[src/rtl/ram_addr_monitor_if.sv]
// ram_addr_monitor_if: RAM strobe inputs and held-address display outputs of ram_addr_monitor.
interface ram_addr_monitor_if;
    logic [20:0] ram_addr_in;
    logic        ram_req;
    logic        ram_wr;
    logic        wr_only;
    logic        freeze;
    logic        clear_drops;
    logic [1:0]  cpu_speed_in;
    logic [20:0] address;
    logic [1:0]  cpu_speed;
    logic        addr_valid;
    logic        hold_active;
    logic [7:0]  drop_count;

    modport master (
        output ram_addr_in, ram_req, ram_wr, wr_only, freeze, clear_drops, cpu_speed_in,
        input  address, cpu_speed, addr_valid, hold_active, drop_count
    );

    modport slave (
        input  ram_addr_in, ram_req, ram_wr, wr_only, freeze, clear_drops, cpu_speed_in,
        output address, cpu_speed, addr_valid, hold_active, drop_count
    );
endinterface

[src/rtl/ram_addr_monitor.sv]
// ram_addr_monitor: captures a qualifying RAM address and holds it for HOLD_CYCLES before the next capture.
module ram_addr_monitor #(
    parameter int HOLD_CYCLES = 50000
) (
    input logic              clk_peripheral,
    input logic              reset_n,
    ram_addr_monitor_if.slave bus
);
    typedef enum logic [1:0] {IDLE, HOLD, READY, FROZEN} state_t;

    localparam int CW = 20;
    localparam logic [CW-1:0] LOAD = CW'(HOLD_CYCLES - 1);

    state_t        state_q, state_d;
    logic [CW-1:0] cnt_q, cnt_d;
    logic [20:0]   addr_q, addr_d;
    logic          valid_q, valid_d;
    logic [7:0]    drop_q, drop_d;
    logic          hold_q;
    logic [1:0]    sync0_q, sync1_q;
    logic          qual, drop;

    assign qual = bus.ram_req && (!bus.wr_only || bus.ram_wr);
    assign drop = qual && (bus.freeze || state_q == HOLD || state_q == FROZEN);

    always_comb begin
        state_d = state_q;
        cnt_d   = cnt_q;
        addr_d  = addr_q;
        valid_d = valid_q;
        if (bus.freeze) state_d = FROZEN;
        else begin
            case (state_q)
                IDLE, READY: if (qual) begin
                    state_d = HOLD;
                    cnt_d   = LOAD;
                    addr_d  = bus.ram_addr_in;
                    valid_d = 1'b1;
                end
                HOLD: if (cnt_q == '0) state_d = READY;
                      else cnt_d = cnt_q - 1'b1;
                FROZEN: state_d = valid_q ? READY : IDLE;
                default: state_d = IDLE;
            endcase
        end
        // clear wins over a coincident drop
        drop_d = bus.clear_drops ? 8'd0 : (drop && drop_q != 8'hFF) ? drop_q + 8'd1 : drop_q;
    end

    always_ff @(posedge clk_peripheral or negedge reset_n) begin
        if (!reset_n) begin
            state_q <= IDLE;
            cnt_q   <= '0;
            addr_q  <= '0;
            valid_q <= 1'b0;
            drop_q  <= '0;
            hold_q  <= 1'b0;
            sync0_q <= '0;
            sync1_q <= '0;
        end else begin
            state_q <= state_d;
            cnt_q   <= cnt_d;
            addr_q  <= addr_d;
            valid_q <= valid_d;
            drop_q  <= drop_d;
            hold_q  <= state_d == HOLD;
            sync0_q <= bus.cpu_speed_in;
            sync1_q <= sync0_q;
        end
    end

    assign bus.address     = addr_q;
    assign bus.addr_valid  = valid_q;
    assign bus.drop_count  = drop_q;
    assign bus.hold_active = hold_q;
    assign bus.cpu_speed   = sync1_q;
endmodule

[src/flat_wrapper.sv]
// flat-port wrapper written by rule: the top's interface ports become plain ports
module ram_addr_monitor_flat 
#(
    parameter int HOLD_CYCLES = 50000
)
  (clk_peripheral, reset_n, bus_ram_addr_in, bus_ram_req, bus_ram_wr, bus_wr_only, bus_freeze, bus_clear_drops, bus_cpu_speed_in, bus_address, bus_cpu_speed, bus_addr_valid, bus_hold_active, bus_drop_count);
  ram_addr_monitor_if bus_i ();
  input logic clk_peripheral;
  input logic reset_n;
  input wire logic [$bits(bus_i.ram_addr_in)-1:0] bus_ram_addr_in;
  input wire logic [$bits(bus_i.ram_req)-1:0] bus_ram_req;
  input wire logic [$bits(bus_i.ram_wr)-1:0] bus_ram_wr;
  input wire logic [$bits(bus_i.wr_only)-1:0] bus_wr_only;
  input wire logic [$bits(bus_i.freeze)-1:0] bus_freeze;
  input wire logic [$bits(bus_i.clear_drops)-1:0] bus_clear_drops;
  input wire logic [$bits(bus_i.cpu_speed_in)-1:0] bus_cpu_speed_in;
  output wire logic [$bits(bus_i.address)-1:0] bus_address;
  output wire logic [$bits(bus_i.cpu_speed)-1:0] bus_cpu_speed;
  output wire logic [$bits(bus_i.addr_valid)-1:0] bus_addr_valid;
  output wire logic [$bits(bus_i.hold_active)-1:0] bus_hold_active;
  output wire logic [$bits(bus_i.drop_count)-1:0] bus_drop_count;
  assign bus_i.ram_addr_in = bus_ram_addr_in;
  assign bus_i.ram_req = bus_ram_req;
  assign bus_i.ram_wr = bus_ram_wr;
  assign bus_i.wr_only = bus_wr_only;
  assign bus_i.freeze = bus_freeze;
  assign bus_i.clear_drops = bus_clear_drops;
  assign bus_i.cpu_speed_in = bus_cpu_speed_in;
  assign bus_address = bus_i.address;
  assign bus_cpu_speed = bus_i.cpu_speed;
  assign bus_addr_valid = bus_i.addr_valid;
  assign bus_hold_active = bus_i.hold_active;
  assign bus_drop_count = bus_i.drop_count;
  ram_addr_monitor #(.HOLD_CYCLES(HOLD_CYCLES)) u_core (.clk_peripheral(clk_peripheral), .reset_n(reset_n), .bus(bus_i));
endmodule
[config.mk]
export PLATFORM = sky130hd
export DESIGN_NAME = ram_addr_monitor_flat
export DESIGN_NICKNAME = d
export VERILOG_FILES = /design/src/rtl/ram_addr_monitor_if.sv /design/src/rtl/ram_addr_monitor.sv /design/src/flat_wrapper.sv
export SDC_FILE = /design/constraint.sdc
export NUM_CORES = 1
export LEC_CHECK = 0
export CAP_MARGIN = 5
export CORE_MARGIN = 3
export CORE_UTILIZATION = 44
export DETAILED_ROUTE_END_ITERATION = 8
export PLACE_DENSITY = 0.79
export SYNTH_ARGS = -nofsm -noshare
export SYNTH_HDL_FRONTEND = slang
export SYNTH_SLANG_ARGS = --single-unit
[constraint.sdc]
create_clock -name clk_peripheral -period 1.9 [get_ports clk_peripheral]
set_input_delay 0.285 -clock clk_peripheral [delete_from_list [all_inputs] [get_ports clk_peripheral]]
set_output_delay 0.285 -clock clk_peripheral [all_outputs]
set_load 0.01 [all_outputs]
==> metrics.md <==
| Metric | Value |
|---|---|
| Status | complete, but fails checks |
| Failing checks | setup timing |
| Total number of vias | 2287 |
| Total power | between 3 and 4 mW |
| Vias in the first global route | 2425 |
| Critical Setup Path Class | reg2reg |
| Worst slew pin tran | 0.414 ns |
| Most frequent cells in the layout | 80 x nand2_1, 61 x clkdlybuf4s50_1, 57 x dfrtp_1, 37 x buf_4, 22 x nor2_1 |
| Drt first-iter violations | 117 |
| CTS buffer count | 9 |
| Mapped Area | 0.00260 sq mm |
| Layout area overhead | 55.2% |
| CTS Sinks | between 50 and 60 |
| Max Buffers Root-to-Sink | 2 |
| Initial Utilization | between 40% and 50% |
| Post-synthesis register bit count | 57 |
| H-tree depth | 3 |
| Drt first pass iters | 4 |
| Die area | 0.00688 sq mm |
| Rel. slew slack | 72.4% |
| CTS tree | built |
| CP arrival | between 2 and 2.5 ns |
| Peak VDD IR | 716 uV |
| Pre-CTS WS | -0.240 ns |
| Initial antenna violation count | 0 |
| Share of cells above drive strength 1 | between 20% and 30% |
| Die Wd | 82.9 microns |
| Pin count of the biggest net entering global routing | 32 |
| I/O Buffers | 62 |
| Async set-reset flop share out of synthesis | 100% |
| # diodes | 0 |
| Most common cell after layout, fill and taps aside | nand2_1 |
| Data required, critical path | 2.11 ns |
| DP HPWL | 4640 microns |
| Setup slack after layout | -0.248 ns |
| PwrDens | 866 mW/mm^2 |
| Post-Syn Nets | roughly 300 |
| Cells after Synth | 266 |
| Post-DRT Antenna Nets | 0 |
| Placed inst area | around 0.0036 sq mm |
| Slowest cell delay on critical path | 0.57 ns |
| Placeable Area | 0.00561 sq mm |
| Netlist cell types | 40 |
| Pins Over Slew Limit | 0 |
| Tightest Hold Check Type | reg2reg |
| Number of synthesis warnings | 0 |
| Final Hold Fails | 0 |
| Post-synth top flop | dfrtp_1 |
| Fin crit share | 113% |
| Post-synth EDFFs | 0 |
| Buf+Inv Stages, Crit Path | 1 |
| Grt ovf | 0 |
| Crit Path Max Fanout | 4 |
| I/O pins | 63 |
| GPL Wtd Cong | 0.877 |
| Top Family by Delay on Critical Path | simple AND/OR/NAND/NOR gates |
| Routed len/inst | 15.1 microns |
| Via density | slightly above 5 |
| Max Fclk | 466 MHz |
| Worst setup EP type | flop |
| # rows | 27 |
| Clk Latency, worst-skew pair | between 0.3 and 0.4 ns |
| Final Critical Period | between 2 and 2.5 ns |
| Clock skew | 0.0101 ns |
| Final instance area | 0.00404 sq mm |
| Total wire length | 6870 microns |
| P_leak | 1.75 nW |
| Die H | approximately 83 microns |
| Setup Viol. Count Final | 19 |
| Worst path cell trace | or4_4, nor4_4, nand4_4, buf_6, and2_4, nor2_4, a31oi_4 |
| Final #Nets | 410 |
| Clock root buffer | clkbuf_8 |
| CP max-delay cell | or4_4 |
| Max Cap Viol | 0 |
| Gr usage total | 20.5% |
| Worst-path clk slew | 0.07 ns |
| RSZ-0062 raised after global routing | true |
| Syn Area/Cell | ~9.8 sq um |
| Drt drc | 0 |
| First-pass GRT wire length | 11500 microns |
| Register area share after synthesis | 54.8% |
| Worst setup SP type | flop |
registers in the layout, indices dropped and copies added, names as in the netlist:
name and count:
u_core.bus.cpu_speed 2, u_core.bus.address 21, u_core.bus.addr_valid 1, u_core.state_q 2, u_core.bus.hold_active 1, u_core.cnt_q 20, u_core.bus.drop_count 8, u_core.sync0_q 2
metrics by stage:
stage          utilization [%]  cells  TNS [ns]  hold WS [ns]
6_report                  72.0    455     -3.40         0.352
5_1_grt                   72.0    455     -5.08         0.359
4_1_cts                   69.7    451     -2.17         0.354
3_5_place_dp              64.5    430     -3.40         0.233
3_3_place_gp              64.5    430     -2.51         0.232
2_1_floorplan                -    266    -0.346       -0.0106
layer usage:
layer	share of wire [%]	track usage, %	vias to the layer above
met5	0	0	-
met4	2.1	9.36	0
met3	4.6	4.56	11
met2	50	33.2	54
met1	43	26.2	1113
li1	-	-	1109
area by class of cell:
cell class | count | area (sq um)
inverters | 3 | 11.3
flip-flops and latches | 57 | 1430
repair buffers | 108 | 1010
well taps | 72 | 90.1
clock buffers | 11 | 141
clock inverters | 5 | 55.1
multi-input cells | 199 | 1310
fillers | 424 | 1570
synthesized netlist by cell type, types with 3 or more instances:
library cell  count  share of area [%]
a21oi_1           6                1.2
and3_1            3               0.72
clkbuf_1          5               0.72
dfrtp_1          57                 55
inv_1             3               0.43
nand2_1          81                 12
nand2b_1          4               0.96
nand3_1           8                1.5
nand4_1           5                1.2
nor2_1           25                3.6
nor3_1            3               0.58
o21ai_0           3               0.58
o21ai_1           4               0.77
or3_1             5                1.2
xor2_1           17                5.7
final timing paths:
kind / slack (ns) / cells past startpoint / end / startpoint
min: 0.35 / 0 / u_core.bus.cpu_speed[1] / u_core.sync0_q[1]
min in group asynchronous: 0.41 / 2 / u_core.state_q[0] / reset_n
max in group asynchronous: 0.97 / 3 / u_core.bus.address[18] / reset_n
min reg2reg: 0.35 / 0 / u_core.bus.cpu_speed[1] / u_core.sync0_q[1]
max: -0.25 / 7 / u_core.cnt_q[1] / u_core.cnt_q[15]
max reg2reg: -0.25 / 7 / u_core.cnt_q[1] / u_core.cnt_q[15]
report_power, final:
group          leakage, nW  switching [mW]  internal (mW)
clock               0.0953           0.494          0.637
combinational        0.953           0.371          0.468
sequential           0.700           0.140           1.39
cell families (layout without fill, tap and decap cells):
logic type                 count (synthesis)  count (layout)  share of synthesized area [%]
and+or+nand+nor                          154             154                           30.0
buffers and inverters                     10             127                           1.44
xor gates and xnor gates                  19              19                           6.39
adders and majority gates                  2               2                          0.961
AOI/OAI and AO/OA                         23              23                           6.01
muxes                                      1               1                          0.384
DFF                                       57              57                           54.8
repair_timing:
item / in CTS / in global routing
endpoints found under the hold margin: 15 / 0
hold buffers: 1 / 0
buffers inserted: 4 / 4
setup endpoints to repair: 21 / 22
pin swaps: 7 / 24
resized for setup: 14 / 20
gates cloned: 0 / 0
(Power assumes the default switching activity.)
